### config.mk
export PLATFORM = sky130hd
export DESIGN_NAME = rca_seq_ctrl
export DESIGN_NICKNAME = d
export VERILOG_FILES = /design/src/rtl/rca_pkg.sv /design/src/rtl/rca_nibble.sv /design/src/rtl/rca_seq_ctrl.sv
export SDC_FILE = /design/constraint.sdc
export NUM_CORES = 1
export LEC_CHECK = 0
export ABC_AREA = 0
export ABC_CLOCK_PERIOD_IN_PS = 3020
export CAP_MARGIN = 20
export CORE_UTILIZATION = 37
export CTS_BUF_LIST = sky130_fd_sc_hd__clkbuf_2 sky130_fd_sc_hd__clkbuf_4 sky130_fd_sc_hd__clkbuf_8
export DETAILED_ROUTE_END_ITERATION = 10
export SETUP_SLACK_MARGIN = 0.2
export SYNTH_ARGS = -nofsm -noshare
export SYNTH_HDL_FRONTEND = slang
export SYNTH_SLANG_ARGS = --single-unit
### constraint.sdc
create_clock -name clk -period 3.02 [get_ports clk]
set_input_delay 0.453 -clock clk [delete_from_list [all_inputs] [get_ports clk]]
set_output_delay 0.453 -clock clk [all_outputs]
set_load 0.01 [all_outputs]
### src/rtl/rca_pkg.sv
// rtl/rca_pkg.sv - shared types and constants for the sequential ripple-carry adder
package rca_pkg;

    localparam int NIB_W = 4;

    typedef enum logic [1:0] {
        ST_IDLE = 2'd0,
        ST_ADD  = 2'd1,
        ST_DONE = 2'd2
    } rca_state_t;

endpackage : rca_pkg

### src/rtl/rca_nibble.sv
// rtl/rca_nibble.sv - combinational 4-bit ripple-carry adder slice
module rca_nibble (
    input  logic [3:0] a,
    input  logic [3:0] b,
    input  logic       cin,
    output logic [3:0] s,
    output logic       cout
);

    logic [4:0] c;

    // Explicit bit-by-bit ripple so the carry chain is visible in the netlist.
    always_comb begin
        c[0] = cin;
        for (int i = 0; i < 4; i++) begin
            s[i]     = a[i] ^ b[i] ^ c[i];
            c[i + 1] = (a[i] & b[i]) | (a[i] & c[i]) | (b[i] & c[i]);
        end
        cout = c[4];
    end

endmodule : rca_nibble

### src/rtl/rca_seq_ctrl.sv
// rtl/rca_seq_ctrl.sv - W-bit adder built from one shared nibble adder, one nibble per cycle
module rca_seq_ctrl
    import rca_pkg::*;
#(
    parameter  int NIB = 4,
    localparam int W   = NIB_W * NIB
) (
    input  logic         clk,
    input  logic         rst_n,
    input  logic         start,
    input  logic [W-1:0] a,
    input  logic [W-1:0] b,
    input  logic         cin,
    output logic         busy,
    output logic         done,
    output logic [W-1:0] sum,
    output logic         cout,
    output logic         ovf
);

    localparam int                IDX_W    = $clog2(NIB);
    localparam logic [IDX_W-1:0]  LAST_IDX = IDX_W'(NIB - 1);

    rca_state_t       state;
    rca_state_t       next_state;
    logic [IDX_W-1:0] idx;
    logic             carry;
    logic [W-1:0]     op_a;
    logic [W-1:0]     op_b;
    logic             load;
    logic             step;
    logic             last;

    logic [3:0]       nib_a;
    logic [3:0]       nib_b;
    logic [3:0]       nib_s;
    logic             nib_cout;
    logic             ovf_next;

    assign nib_a = op_a[idx*NIB_W +: NIB_W];
    assign nib_b = op_b[idx*NIB_W +: NIB_W];
    assign last  = (idx == LAST_IDX);

    // Carry into the MSB is recovered from the top nibble's bit 3 sum.
    assign ovf_next = (nib_a[3] ^ nib_b[3] ^ nib_s[3]) ^ nib_cout;

    rca_nibble u_nibble (
        .a    (nib_a),
        .b    (nib_b),
        .cin  (carry),
        .s    (nib_s),
        .cout (nib_cout)
    );

    assign busy = (state == ST_ADD);
    assign done = (state == ST_DONE);

    // State register.
    always_ff @(posedge clk or negedge rst_n) begin
        if (!rst_n) begin
            state <= ST_IDLE;
        end else begin
            state <= next_state;
        end
    end

    // Next-state and datapath control; start during ADD is deliberately ignored.
    always_comb begin
        next_state = state;
        load       = 1'b0;
        step       = 1'b0;
        case (state)
            ST_IDLE: begin
                if (start) begin
                    load       = 1'b1;
                    next_state = ST_ADD;
                end
            end
            ST_ADD: begin
                step = 1'b1;
                if (last) begin
                    next_state = ST_DONE;
                end
            end
            ST_DONE: begin
                if (start) begin
                    load       = 1'b1;
                    next_state = ST_ADD;
                end else begin
                    next_state = ST_IDLE;
                end
            end
            default: begin
                next_state = ST_IDLE;
            end
        endcase
    end

    // Operand capture, nibble-wise sum write-back and final flag update.
    always_ff @(posedge clk or negedge rst_n) begin
        if (!rst_n) begin
            op_a  <= '0;
            op_b  <= '0;
            carry <= 1'b0;
            idx   <= '0;
            sum   <= '0;
            cout  <= 1'b0;
            ovf   <= 1'b0;
        end else if (load) begin
            op_a  <= a;
            op_b  <= b;
            carry <= cin;
            idx   <= '0;
        end else if (step) begin
            sum[idx*NIB_W +: NIB_W] <= nib_s;
            carry                   <= nib_cout;
            if (last) begin
                idx  <= '0;
                cout <= nib_cout;
                ovf  <= ovf_next;
            end else begin
                idx  <= idx + 1'b1;
            end
        end
    end

endmodule : rca_seq_ctrl
==> flow_summary.json <==
{
  "peakVddDrop_mv": 0.527,
  "finalPower_uw": 4440,
  "switching_share_pct": 35.4,
  "drt_iter0_drc": 31,
  "nets": 287,
  "wl_per_cell_um": 16.4,
  "die_h_um": 89.2,
  "synthArstFlopShare_pct": 100,
  "comb_power_share_pct": 58.4,
  "die_w_um": 89.2,
  "antenna_found_initial": 0,
  "crit_buf_inv": 2,
  "grt_pass1_wl_um": 8960,
  "timing.hold.ws_ps": 126,
  "path_clk_slew_ps": 100,
  "pwr-share-seq_pct": 30.1,
  "p_clk_share_pct": 11.5,
  "tns_ps": 0,
  "synth-compound-area-share_pct": 4.89,
  "cts_sinks": 55,
  "yosysUniqueCellTypes": 34,
  "synth_fa_ha_area_share_pct": 5.95,
  "fin_area_sq_um": 3600,
  "p_int_uw": 2860,
  "worst_slew_pin_slew_ps": 586,
  "setup_ws_ps": 67.3,
  "crit_chain": "mux4_2, fa_2, inv_2, fa_2, fa_2, inv_2, fa_2, xor3_1, mux2_4",
  "antenna_cells": 0,
  "ys.flop_type": "dfrtp_1",
  "period_minus_slack_ps": 2950,
  "hold_viol": 0,
  "status": "finished, final reports clean",
  "die_area_sq_um": 7960,
  "synth_cells": 180,
  "cts_tree": "built",
  "grt_usage_pct": 15.5,
  "gr-usage-met3_pct": 3.51,
  "cp.required_ps": 3220,
  "synth.avg_cell_area_sq_um": 15.6,
  "drt_wl_total_um": 5570,
  "arrival_ps": 3150,
  "rows": 31,
  "num_vias": 1675,
  "slew_violations": 0,
  "grt_max_degree": 32,
  "place_ws_ps": -23.8,
  "cp_common_cell": "fa_2",
  "yosysSeqAreaShare_pct": 48.9,
  "cp_top_family": "adder cells",
  "hpwl_um": 4200,
  "drive_above_1_share_pct": 29.0,
  "clock_latency_ps": 310,
  "hold_path.class": "primary input to asynchronous set/reset pin",
  "ant_nets": 0,
  "cts_buffers": 5,
  "crit_type": "flop to flop",
  "switchingPower_uw": 1570,
  "routabilityCongestion": 0.733,
  "fin_crit_sh_pct": 97.8,
  "clockBufferDepth": 2,
  "yosysWarnings": 0,
  "rsz0062_at_grt": "yes",
  "startpoint_type": "flop",
  "layout_common_cells": "54 x dfrtp_1, 54 x clkdlybuf4s50_1, 21 x mux2_4",
  "area_growth_pct": 27.7,
  "first_global_vias": 1675,
  "synthSimpleGateAreaFrac_pct": 8.66,
  "coreArea_sq_um": 7290,
  "post_drt_via_cell_ratio": 4.93,
  "ios": 56,
  "r2r_start": "idx[0]",
  "busiest_layer": "met2",
  "start_util_pct": 38.6,
  "syn-num-nets": 227,
  "grt.met2_usage_pct": 24.4,
  "drt_first_pass_iters": 4,
  "crit_start": "idx[0]",
  "grt_util_met1_pct": 21.4,
  "muxShareOfSynthArea_pct": 25.3,
  "grt-ovfl-total": 0,
  "leakage_uw": 0.00158,
  "synth_edf_count": 0,
  "slowest_stage": "fa_2",
  "crit_fanout": 4,
  "htreeDepth": 2,
  "max_freq_ghz": 0.339,
  "power_density_nw_per_um2": 1230,
  "drc_errors": 0,
  "cpPeakStageDelay_ps": 540,
  "relSlewSlack_pct": 60.9,
  "ys_ff_latch": 55,
  "drv_cap": 0,
  "synth_area_sq_um": 2820,
  "place_area_sq_um": 3460,
  "skew_ps": 9.70,
  "cts-root-buf": "clkbuf_8",
  "synth_xor_area_share_pct": 0.844,
  "port_buffers": 55,
  "setup-violations-final": 0,
  "crit_path_end_kind": "flop",
  "synth_top_family_by_area": "multiplexers"
}
[power by group through the flow]
stage                     Clock (uW)  Combinational, uW  Sequential (uW)
after floorplan                    0               1800             1260
after global placement             0               2490             1350
after detailed placement           0               2550             1360
after CTS                        525               2550             1340
after global routing             557               2820             1380
final                            509               2590             1330
[per-stage QoR]
stage / instances / util (%)
after floorplan: 180 / -
after global placement: 331 / 47.5
after detailed placement: 331 / 47.5
after CTS: 339 / 49.1
after global routing: 340 / 49.3
final: 340 / 49.3
[per-layer routing]
layer,part of all wire (%),vias to the layer above
met3,4.2,10
met4,1.7,0
li1,-,781
met5,0,-
met2,47,50
met1,47,834
[cells in the mapped netlist, types with 5 or more instances]
cell type,n,area [sq um]
inv_1,11,41.3
mux4_1,5,131
mux2_2,13,146
a32o_1,7,70.1
buf_6,5,56.3
nor2b_1,5,31.3
nand3b_1,5,37.5
mux2_1,6,67.6
mux2_4,20,300
dfrtp_1,55,1380
ha_1,7,87.6
[sequential cells by signal (all words and copies together) (netlist names)]
register	flops
carry	1
cout	1
idx	2
op_a	16
op_b	16
ovf	1
state	2
sum	16
[area by class of cell]
| type | count | area [sq um] |
|---|---|---|
| timing repair buffer | 66 | 628 |
| sequential | 55 | 1380 |
| multi-input combinational | 101 | 1310 |
| inverter | 11 | 41.3 |
| clock buffer | 6 | 82.6 |
| clock inverter | 2 | 35.0 |
| tap | 99 | 124 |
| fill | 674 | 3700 |
[worst register-to-register path: stages, from the launching register on]
cell	delay, ps
dfrtp_2	420
mux4_2	530
fa_2	370
inv_2	70
fa_2	200
fa_2	210
inv_2	40
fa_2	540
xor3_1	220
mux2_4	260
[logic make-up (layout without fill, tap and decap cells)]
group           after synthesis  after routing
xor+xnor                      1              1
buf+inv                      24             85
fa+ha+maj                    11             11
simple gates                 27             27
mux                          47             47
compound gates               15             15
flops                        55             55
[timing repair]
item,in CTS,in global routing
resized for setup,1,3
setup buffers,0,1
pin swaps,1,0
endpoints found under the setup margin,6,6
hold buffers,0,0
[worst paths after layout]
check | cells after the start | endpoint | slack, ps
hold / removal | 1 | sum[14] | 130
setup / recovery | 9 | ovf | 70
hold reg to reg | 1 | op_a[14] | 500
min in group clk | 1 | op_a[14] | 500
max in group asynchronous | 2 | idx[0] | 2040
setup reg to reg | 9 | ovf | 70
Note: power is estimated with default switching activity, not from simulation.
